[src/rtl/hilo_mul_ctrl.sv]
// hilo_mul_ctrl: drives a signed 32x32 multiplier for MULT, low word first and
// then high word, and owns the architectural HI/LO registers.
//
// state   | meaning
// IDLE    | no operation; serves MTHI/MTLO writes and accepts start
// REQ_LO  | low-word request strobe on the multiplier interface
// WAIT_LO | waiting for the low word; watchdog counting
// REQ_HI  | high-word request strobe on the multiplier interface
// WAIT_HI | waiting for the high word; watchdog counting
// FIN     | HI and LO both updated; done pulse
module hilo_mul_ctrl #(
  parameter int TIMEOUT_CYC = 16
) (
  input  logic        i_clk,
  input  logic        i_rst,
  input  logic        i_start,
  input  logic [31:0] i_op_a,
  input  logic [31:0] i_op_b,
  input  logic        i_hi_we,
  input  logic        i_lo_we,
  input  logic [31:0] i_wdata,
  output logic [31:0] o_hi,
  output logic [31:0] o_lo,
  output logic        o_busy,
  output logic        o_done,
  output logic        o_err,
  output logic        o_mul_valid,
  output logic [31:0] o_mul_a,
  output logic [31:0] o_mul_b,
  output logic        o_mul_lo_hi,
  input  logic [31:0] i_mul_result,
  input  logic        i_mul_valid_out
);

  localparam logic [2:0] IDLE    = 3'd0;
  localparam logic [2:0] REQ_LO  = 3'd1;
  localparam logic [2:0] WAIT_LO = 3'd2;
  localparam logic [2:0] REQ_HI  = 3'd3;
  localparam logic [2:0] WAIT_HI = 3'd4;
  localparam logic [2:0] FIN     = 3'd5;

  // Counter only has to reach TIMEOUT_CYC-1.
  localparam int CW = (TIMEOUT_CYC > 2) ? $clog2(TIMEOUT_CYC) : 1;
  localparam logic [CW-1:0] LIMIT = CW'(TIMEOUT_CYC - 1);

  logic [2:0]    r_state;
  logic [CW-1:0] r_cnt;
  logic [31:0]   r_hi;
  logic [31:0]   r_lo;
  logic          r_err;
  logic          r_mul_valid;
  logic [31:0]   r_mul_a;
  logic [31:0]   r_mul_b;
  logic          r_mul_lo_hi;
  logic          w_timeout;

  // Watchdog limit reached this cycle; a response in the same cycle still wins.
  assign w_timeout = (r_cnt == LIMIT);

  // Sequencer, HI/LO registers, request strobes and watchdog.
  always_ff @(posedge i_clk) begin
    if (i_rst) begin
      r_state     <= IDLE;
      r_cnt       <= '0;
      r_hi        <= '0;
      r_lo        <= '0;
      r_err       <= 1'b0;
      r_mul_valid <= 1'b0;
      r_mul_a     <= '0;
      r_mul_b     <= '0;
      r_mul_lo_hi <= 1'b0;
    end else begin
      r_mul_valid <= 1'b0;
      case (r_state)
        IDLE: begin
          if (i_start) begin
            r_mul_a     <= i_op_a;
            r_mul_b     <= i_op_b;
            r_err       <= 1'b0;
            r_mul_valid <= 1'b1;
            r_mul_lo_hi <= 1'b1;
            r_state     <= REQ_LO;
          end else begin
            if (i_hi_we) r_hi <= i_wdata;
            if (i_lo_we) r_lo <= i_wdata;
          end
        end
        REQ_LO: begin
          r_cnt   <= '0;
          r_state <= WAIT_LO;
        end
        WAIT_LO: begin
          if (i_mul_valid_out) begin
            r_lo        <= i_mul_result;
            r_mul_valid <= 1'b1;
            r_mul_lo_hi <= 1'b0;
            r_state     <= REQ_HI;
          end else if (w_timeout) begin
            r_err   <= 1'b1;
            r_state <= IDLE;
          end else begin
            r_cnt <= r_cnt + 1'b1;
          end
        end
        REQ_HI: begin
          r_cnt   <= '0;
          r_state <= WAIT_HI;
        end
        WAIT_HI: begin
          if (i_mul_valid_out) begin
            r_hi    <= i_mul_result;
            r_state <= FIN;
          end else if (w_timeout) begin
            r_err   <= 1'b1;
            r_state <= IDLE;
          end else begin
            r_cnt <= r_cnt + 1'b1;
          end
        end
        FIN: begin
          r_state <= IDLE;
        end
        default: begin
          r_state <= IDLE;
        end
      endcase
    end
  end

  // Status and register outputs.
  always_comb begin
    o_busy      = (r_state != IDLE);
    o_done      = (r_state == FIN);
    o_hi        = r_hi;
    o_lo        = r_lo;
    o_err       = r_err;
    o_mul_valid = r_mul_valid;
    o_mul_a     = r_mul_a;
    o_mul_b     = r_mul_b;
    o_mul_lo_hi = r_mul_lo_hi;
  end

endmodule

[config.mk]
export PLATFORM = sky130hd
export DESIGN_NAME = hilo_mul_ctrl
export DESIGN_NICKNAME = d
export VERILOG_FILES = /design/src/rtl/hilo_mul_ctrl.sv
export SDC_FILE = /design/constraint.sdc
export NUM_CORES = 1
export LEC_CHECK = 0
export CAP_MARGIN = 20
export CELL_PAD_IN_SITES_DETAIL_PLACEMENT = 1
export CELL_PAD_IN_SITES_GLOBAL_PLACEMENT = 2
export CORE_MARGIN = 2
export CORE_UTILIZATION = 23
export CTS_CLUSTER_SIZE = 20
export DETAILED_ROUTE_END_ITERATION = 7
export PLACE_DENSITY_LB_ADDON = 0.1
export REMOVE_ABC_BUFFERS = 1
export SYNTH_ARGS = -nofsm -noshare
export SYNTH_HDL_FRONTEND = slang
export SYNTH_SLANG_ARGS = --single-unit
[constraint.sdc]
create_clock -name i_clk -period 1.95 [get_ports i_clk]
set_input_delay 0.39 -clock i_clk [delete_from_list [all_inputs] [get_ports i_clk]]
set_output_delay 0.39 -clock i_clk [all_outputs]
set_load 0.01 [all_outputs]
==> results.yml <==
yosys:
  synth-main-ff-cell: "dfxtp_1"
  syn-mean-instance-area_um2: 9.00
  yosys_warnings: 0
  yosysUniqueCellTypes: 29
  syn_inst: 632
  yosysTopAreaCell: "dfxtp_1"
  synth_top_area_share_pct: 48.5
  ys_ff_latch: 138
  yosysSeqAreaShare_pct: 48.5
  synth_commonest_cells: "dfxtp_1, nand2_1, a21oi_1"
  synthesis.area_um2: 5690
  synth_area_leaders: "dfxtp_1, mux2i_1, nand2_1"
  synthArstFlopShare_pct: 0
  synth_edf_count: 0
  synth.most_common_cell: "dfxtp_1"
power:
  intPower_w: 0.00637
  seq_power_share_pct: 37.1
  power.leakage_nw: 3.30
  net-switching-power_w: 0.00231
  ir_worst_vdd_mv: 0.493
  power_frac_clock_pct: 40.7
  power_density_nw_per_um2: 911
  swShare_pct: 26.6
  comb_power_share_pct: 22.2
setup_path:
  cp-start-kind: "primary input"
  reg2reg_slack_ns: 0.14
  cp-end-kind: "flip-flop"
  crit_family: "buffers and inverters"
  worstPathCellList: "clkdlybuf4s50_1 -> or3b_1 -> a211oi_4 -> buf_4 -> buf_6 -> a211oi_1"
  cp.arrival_ns: 2.16
  worstReg2RegEnd: "o_lo[15]"
  max_stage_delay_ns: 0.44
  critPathMaxFanout: 32
  path_class: "in -> reg"
  r2r_cells: 5
  worstPathRequired_ns: 2.22
  worstReg2RegStart: "r_state[1]"
  crit_buf_inv: 3
  slowest_stage: "clkdlybuf4s50_1"
worst_hold_path:
  min_path_type: "reg -> reg"
  hold_path_end: "o_mul_a[1]"
  hold_depth: 2
  hp-start: "o_mul_a[1]"
sta:
  hold_viol_final: 0
  post-route-period-util_pct: 96.6
  min_period_ns: 1.88
  setup_viol: 0
  clock_skew_ns: 0.00910
  fmax_mhz: 531
  finalMaxSlewViolations: 0
  worst_pin_slew_ns: 0.492
  fin_hold_ws_ns: 0.452
  slew_headroom_pct: 67.2
  rsz0062_at_grt: "false"
clock_tree:
  path_clk_slew_ns: 0.06
  cts_hold_buf: 0
  cts-htree-levels: 4
  cts_made_buffers: 17
  clockBufferDepth: 2
  cts_tree: "built"
  root_buffer: "clkbuf_16"
  clkLatencyLatePin_ns: 0.42
  cts_sinks: 138
route:
  drc: 0
  drt-initial-drc-count: 181
  routed.top_layer: "met4"
  wl_um: 21100
  postRouteAntennaNets: 0
  via_count: 5535
  dr.pass1.iters: 4
  viasPerCell: 4.49
  wirelength_met1_um: 8280
  met2_length_um: 10900
  met3_length_um: 1400
  wl_per_cell_um: 17.1
grt:
  grt.overflow.total: 0
  grt_pass1_vias: 5998
  track_usage_pct: 15.8
  antenna_found_initial: 2
  grt_pass1_wl_um: 32200
  grt_max_degree: 65
die:
  io_pins: 267
  fp.dieH_um: 161
  rows: 57
  core-area_um2: 24300
  die_area_um2: 26000
  die_w_um: 161
  initial_utilization_pct: 23.4
finish:
  drive_gt1_share_pct: 10.8
  register_area_um2: 2770
  nets: 1031
  multi_input_area_um2: 2670
  nFillCells: 2759
  postLayoutCoreUtil_pct: 39.2
  layout.cells.non_filler: 1234
  syn2layout_area_growth_pct: 67.5
placed_design:
  port_buffers: 266
  placed_cells: 1199
  place.gp.congestion: 0.721
  dp_hpwl_um: 14900
status:
  outcome: "finished, final reports clean"
job:
  cap_violations: 0
-- cells by family (layout without fill, tap and decap cells) --
family,Yosys count,count (layout),share of synthesized area (%)
compound gates,144,144,18.7
buf+inv,56,332,4.84
simple gates,225,225,15.7
flops,138,138,48.5
mux,67,67,11.8
fa+ha+maj,1,1,0.220
other cells,0,2,0
xor+xnor,1,1,0.154
-- layout by cell type (no fill, tap or decap), drive strengths merged --
master         count
clkdlybuf4s50    263
dfxtp            138
nand2            137
a21oi             70
a211oi            69
nor2              68
mux2i             67
buf               31
clkbuf            22
bufinv             5
or3                5
inv                4
nor3               4
clkinv             4
diode              2
or3b               2
nor3b              2
nand3              2
o21ai              2
nor2b              2
clkinvlp           2
and3               1
nand2b             1
a31oi              1
o21bai             1
xnor2              1
nand4              1
o32ai              1
ha                 1
dlygate4sd2        1
-- per-layer routing --
layer  GRT usage [%]  up-vias
met3            5.44       29
li1                -     2695
met5               0        -
met2            28.3      143
met1            16.9     2668
met4            6.62        0
-- worst min-delay path, stage by stage (launching register included) --
cell	delay [ns]
dfxtp_1	0.30
nand2_1	0.05
a21oi_1	0.05
-- sequential cells by signal, summed over array words and instances, names as in the netlist --
register,count
o_hi,32
r_state,3
o_mul_lo_hi,1
o_mul_a,32
o_err,1
o_lo,32
o_mul_valid,1
r_cnt,4
o_mul_b,32
-- stage by stage --
step	setup WS, ns	setup TNS (ns)	area (um^2)	total power, W
2_1_floorplan	-3.14	-343.23	5430	0.00404
3_3_place_gp	-0.304	-17.23	8870	0.00515
3_5_place_dp	-0.364	-21.49	8870	0.00522
4_1_cts	0.0274	0	9510	0.00884
5_1_grt	0.00515	0	9530	0.00913
6_report	0.0658	0	9530	0.00868
-- area by class of cell --
class	count	area share (%)
diodes	2	0.0525
clock buffers	20	4.58
clock inverters	11	2.06
inverters	4	0.158
multi-input cells	438	28.0
flip-flops and latches	138	29.0
well taps	324	4.25
repair buffers	297	31.9
-- power by group through the flow --
stage	clock network, W	logic (W)	registers [W]
finish	0.00354	0.00192	0.00322
global route	0.00378	0.00209	0.00325
CTS	0.00367	0.00194	0.00322
detailed placement	0	0.00193	0.00328
global placement	0	0.00188	0.00326
floorplan	0	0.000659	0.00339
-- what timing repair did --
| action | 4_1_cts | 5_1_grt |
|---|---|---|
| buffers inserted | 0 | 1 |
| cloned | 0 | 1 |
| resized for setup | 7 | 2 |
| endpoints found under the setup margin | 2 | 8 |
| pin swaps | 0 | 1 |
-- worst max-delay path by stage --
stage	endpoint	depth (start not counted)	startpoint	slack, ns
after floorplan	r_cnt[2]	4	r_state[2]	-3.14
after global placement	o_lo[13]	6	i_lo_we	-0.30
after detailed placement	o_lo[14]	6	i_start	-0.36
after CTS	o_busy	3	r_state[2]	0.03
after global routing	o_lo[18]	6	i_start	0.005
final	o_lo[15]	6	i_start	0.07
No activity file was read; power rests on OpenSTA's default activity.
==> variant 1: new RTL, same settings <==
Set the parameter `TIMEOUT_CYC` to 8 (it was 16).
--- a/src/rtl/hilo_mul_ctrl.sv
+++ b/src/rtl/hilo_mul_ctrl.sv
@@ -9,7 +9,7 @@
 // WAIT_HI | waiting for the high word; watchdog counting
 // FIN     | HI and LO both updated; done pulse
 module hilo_mul_ctrl #(
-  parameter int TIMEOUT_CYC = 16
+  parameter int TIMEOUT_CYC = 8
 ) (
   input  logic        i_clk,
   input  logic        i_rst,
Formal check against the unedited RTL: no difference found for any inputs over 4 cycles, from zero or initial values and one cycle with i_rst high; that may be too few to reach the edited logic, so the function may still have changed.
==> variant 1 against the unedited design <==
Design area fell by 1.7%; power fell by 6.2%; count of clock-buffer cells in the layout fell by 3; sequential cell count fell by 1; global-route usage rose by 0.61 points; synthesized cell count rose by 4.7%; routed wire length rose by 1.9%; setup slack improved by 0.042 ns; synthesized area rose by 1.5%; largest cell class unchanged; largest power group is now registers; highest routed layer unchanged.
==> variant 1: results (changes against the unedited design) <==
| Metric | Value |
|---|---|
| Internal power | 0.005793 W (was 0.006372 W) |
| Post-DP HPWL | 14900 µm (was 14850 µm) |
| M1 WL | 9739 µm (was 8280 µm) |
| R2R Path End | o_lo[9] (was o_lo[15]) |
| Ranking of synthesized cells by area | dfxtp_1 (47%), nand2_1 (8.8%), mux2i_1 (6.2%) (was dfxtp_1 (49%), mux2i_1 (12%), nand2_1 (9.0%)) |
| Largest net degree at the start of global routing | 66 (was 65) |
| CP Class | register to output pin (was primary input to register) |
| Routability cong. | 0.7349 (was 0.7214) |
| Placed instance area | 0.008827 mm² (was 0.008867 mm²) |
| Worst min-delay path category | primary input to register (was register to register) |
| Fin worst setup slack | 0.1076 ns (was 0.06579 ns) |
| Outcome | complete, no violations (unchanged) |
| Commonest cells post-synth | dfxtp_1 (137), nand2_1 (135), nor2_1 (70), a21oi_1 (67), nand2b_1 (37) (was dfxtp_1 (138), nand2_1 (137), a21oi_1 (70), nor2_1 (68), mux2i_1 (67)) |
| Dpl ws | -0.2285 ns (was -0.3636 ns) |
| Vias in the first global route | 6188 (was 5998) |
| CP max FO | 11 (was 32) |
| # nets final | 1051 (was 1031) |
| CP top delay family | flip-flops (was buffers and inverters) |
| Max stage delay on crit path | 0.38 ns (was 0.44 ns) |
| Initial antenna violation count | 1 (was 2) |
| Routed wire length | 21540 µm (was 21140 µm) |
| Met3 WL | 1614 µm (was 1402 µm) |
| Synth Instances | 662 (was 632) |
| DRT iter0 DRCs | 239 (was 181) |
| Met2 wire length | 9902 µm (was 10890 µm) |
| Static leakage | 3.336 nW (was 3.301 nW) |
| Layout cells sized above 1 | 10.27% (was 10.79%) |
| VDD IR max | 370.7 µV (was 493.2 µV) |
| Crit path DAT | 1.45 ns (was 2.16 ns) |
| Setup crit end | o_busy (was o_lo[15]) |
| Max-slew headroom | 69.22% (was 67.17%) |
| Clock skew | 0.01724 ns (was 0.009103 ns) |
| Postcts setup bufs | 0 (unchanged) |
| Reg2reg setup slack | 0.21 ns (was 0.14 ns) |
| Vias after detailed routing | 5733 (was 5535) |
| Crit path max-delay cell type | dfxtp_2 (was clkdlybuf4s50_1) |
| Post-synthesis sequential area ratio | 47.48% (was 48.55%) |
| 1st-pass router iterations | 4 (unchanged) |
| Inst Count DP | 1226 (was 1199) |
| Post-CTS sizing | 5 (was 7) |
| Tot GR Track Use | 16.39% (was 15.79%) |
[variant 1: logic make-up (layout without fill, tap and decap cells)]
| logic type | after synthesis | in the layout | share of synthesized area [%] |
|---|---|---|---|
| and+or+nand+nor | 255 | 255 | 18.80 |
| AOI/OAI and AO/OA | 171 | 171 | 21.51 |
| DFF | 137 | 137 | 47.48 |
| buffers and inverters | 60 | 323 | 5.393 |
| muxes | 36 | 36 | 6.238 |
| adders and majority gates | 2 | 2 | 0.4331 |
| xor gates and xnor gates | 1 | 1 | 0.1516 |
| other | 0 | 1 | 0 |
[variant 1: worst min-delay path by stage]
stage,end,slack [ns],cells after the start,start
2_1_floorplan,o_lo[0],0.45,1,i_rst
3_3_place_gp,o_mul_b[1],0.44,2,o_mul_b[1]
3_5_place_dp,o_mul_b[29],0.45,2,o_mul_b[29]
4_1_cts,o_mul_a[21],0.42,2,i_rst
5_1_grt,o_mul_a[25],0.44,2,i_rst
6_report,o_mul_a[21],0.43,2,i_rst
[variant 1: cell type report]
class,count,area (µm²)
Multi-Input combinational cell,465,2735
Tap cell,330,412.9
Inverter,2,7.507
Timing Repair Buffer,292,2928
Fill cell,2858,15530
Antenna cell,1,2.502
Clock buffer,17,425.4
Sequential cell,137,2748
Clock inverter,12,106.4
[variant 1: power by group through the flow]
stage                     Clock, W  Sequential [W]  Combinational, W
after floorplan                  0         0.00338          0.000661
after global placement           0         0.00325           0.00193
after detailed placement         0         0.00326           0.00196
after CTS                  0.00312         0.00320           0.00196
after global routing       0.00323         0.00323           0.00211
final                      0.00301         0.00320           0.00193
[variant 1: metal layers]
layer | GRT usage, % | vias to the layer above
met3 | 5.373 | 17
met5 | 0 | -
met4 | 4.666 | 0
met2 | 27.70 | 193
li1 | - | 2773
met1 | 19.96 | 2750
==> variant 2: new RTL, same flow settings <==
Without the edit above. Register the input `i_wdata` before use, with the module's reset. The logic sees it one clock later. The other inputs are not delayed to match.
--- a/src/rtl/hilo_mul_ctrl.sv
+++ b/src/rtl/hilo_mul_ctrl.sv
@@ -43,6 +43,16 @@
   localparam int CW = (TIMEOUT_CYC > 2) ? $clog2(TIMEOUT_CYC) : 1;
   localparam logic [CW-1:0] LIMIT = CW'(TIMEOUT_CYC - 1);
 
+  logic [31:0] i_wdata_q;
+
+  always_ff @(posedge i_clk) begin
+    if (i_rst) begin
+      i_wdata_q <= '0;
+    end else begin
+      i_wdata_q <= i_wdata;
+    end
+  end
+
   logic [2:0]    r_state;
   logic [CW-1:0] r_cnt;
   logic [31:0]   r_hi;
@@ -81,8 +91,8 @@
             r_mul_lo_hi <= 1'b1;
             r_state     <= REQ_LO;
           end else begin
-            if (i_hi_we) r_hi <= i_wdata;
-            if (i_lo_we) r_lo <= i_wdata;
+            if (i_hi_we) r_hi <= i_wdata_q;
+            if (i_lo_we) r_lo <= i_wdata_q;
           end
         end
         REQ_LO: begin
Check against the original RTL: not equivalent (a bounded check fails within 4 cycles, from zero or initial values and one cycle with i_rst high).
==> variant 2 against the unedited design <==
Power up 5.7%; routed wire length up 2.4%; synthesized area up 15%; fmax down 0.38%; core utilization down 1.7 points; setup slack worse by 0.0072 ns; final cell count up 10%; sequential share of layout area up 3.6 points; design area up 9.8%; clock power down 6.8%; hold slack worse by 0.13 ns; sequential cell count up 32; register-to-register slack better by 0.06 ns; first-iteration DRC count down 17%; highest routed layer unchanged.
==> variant 2: results (changes against the unedited design) <==
| Metric | Value |
|---|---|
| Internal power | 0.006540 W (was 0.006372 W) |
| Vias/cell | 4.267 (was 4.485) |
| CP max FO | 8 (was 32) |
| Clock skew | 0.008953 ns (was 0.009103 ns) |
| Filler instances | 3199 (was 2759) |
| Dpl ws | -0.2960 ns (was -0.3636 ns) |
| Routability cong. | 0.7174 (was 0.7214) |
| GR Layer Usage met3 | 6.772% (was 5.444%) |
| Tot GR Track Use | 14.64% (was 15.79%) |
| Ranking of synthesized cells by area | dfxtp_1 (52%), mux2i_1 (9.8%), nand2_1 (7.7%) (was dfxtp_1 (49%), mux2i_1 (12%), nand2_1 (9.0%)) |
| Layout cells sized above 1 | 11.21% (was 10.79%) |
| Reg clk slew, reported paths | 0.08 ns (was 0.06 ns) |
| Met3 WL | 2127 µm (was 1402 µm) |
| VDD IR max | 394.0 µV (was 493.2 µV) |
| Crit path DAT | 1.50 ns (was 2.16 ns) |
| CP top delay family | simple AND/OR/NAND/NOR gates (was buffers and inverters) |
| M1 GR Usage | 18.91% (was 16.90%) |
| Clk_lat worst skew | 0.42 ns (about the same) |
| Met2 wire length | 9286 µm (was 10890 µm) |
| Worst min-delay path category | primary input to register (was register to register) |
| Post-DP HPWL | 15260 µm (was 14850 µm) |
| Crit path max-delay cell type | or3_4 (was clkdlybuf4s50_1) |
| Outcome | complete, no violations (unchanged) |
| Post-synthesis sequential area ratio | 51.96% (was 48.55%) |
| # nets final | 1103 (was 1031) |
| Largest net degree at the start of global routing | 65 (unchanged) |
| Static leakage | 3.617 nW (was 3.301 nW) |
| Met2 global-route usage | 22.09% (was 28.31%) |
| Vias in the first global route | 6086 (was 5998) |
| M1 WL | 10030 µm (was 8280 µm) |
| Initial antenna violation count | 1 (was 2) |
| Sequential power share | 42.7% (was 37.1%) |
| First-pass GRT wire length | 34490 µm (was 32160 µm) |
-- variant 2: changes by cell type after synthesis, sizes merged, moves of 3 or more --
| cell | delta |
|---|---|
| clkbuf | +5 |
| or3 | -3 |
| a21boi | +3 |
| or2 | +3 |
| mux2i | -3 |
| nor2b | +31 |
| nor3 | -3 |
| nand2 | -3 |
| dfxtp | +32 |
| a211oi | -3 |
-- variant 2: layout make-up --
cell class	instances	area share, %
flip-flops and latches	170	32.60
repair buffers	305	29.92
multi-input cells	472	27.57
well taps	378	4.522
clock buffers	20	4.270
clock inverters	12	1.029
inverters	2	0.07177
diodes	1	0.02392
-- variant 2: path summary, 6_finish.rpt --
| check | startpoint | end | slack, ns | cells after the start |
|---|---|---|---|---|
| setup reg to reg | r_state[2] | o_hi[5] | 0.20 | 6 |
| hold / removal | i_rst | o_mul_b[14] | 0.32 | 2 |
| setup / recovery | r_state[0] | o_busy | 0.06 | 2 |
| hold reg to reg | o_mul_b[26] | o_mul_b[26] | 0.45 | 2 |
-- variant 2: through the flow --
step	TNS, ns	utilization (%)	power [W]	instances	area [µm²]
after floorplan	-255.28	-	0.004772	644	6272
after global placement	-14.29	35.42	0.005985	1327	9894
after detailed placement	-15.77	35.42	0.006001	1327	9894
after CTS	0	37.44	0.009373	1359	10460
after global routing	0	37.44	0.009699	1359	10460
final	0	37.45	0.009178	1360	10460
-- variant 2: kinds of logic after synthesis --
logic type / count (synthesis) / share of synthesized area (%)
compound gates: 147 / 16.54
xor+xnor: 1 / 0.1337
fa+ha+maj: 1 / 0.1910
buf+inv: 58 / 4.355
flops: 170 / 51.96
mux: 64 / 9.780
simple gates: 259 / 17.04
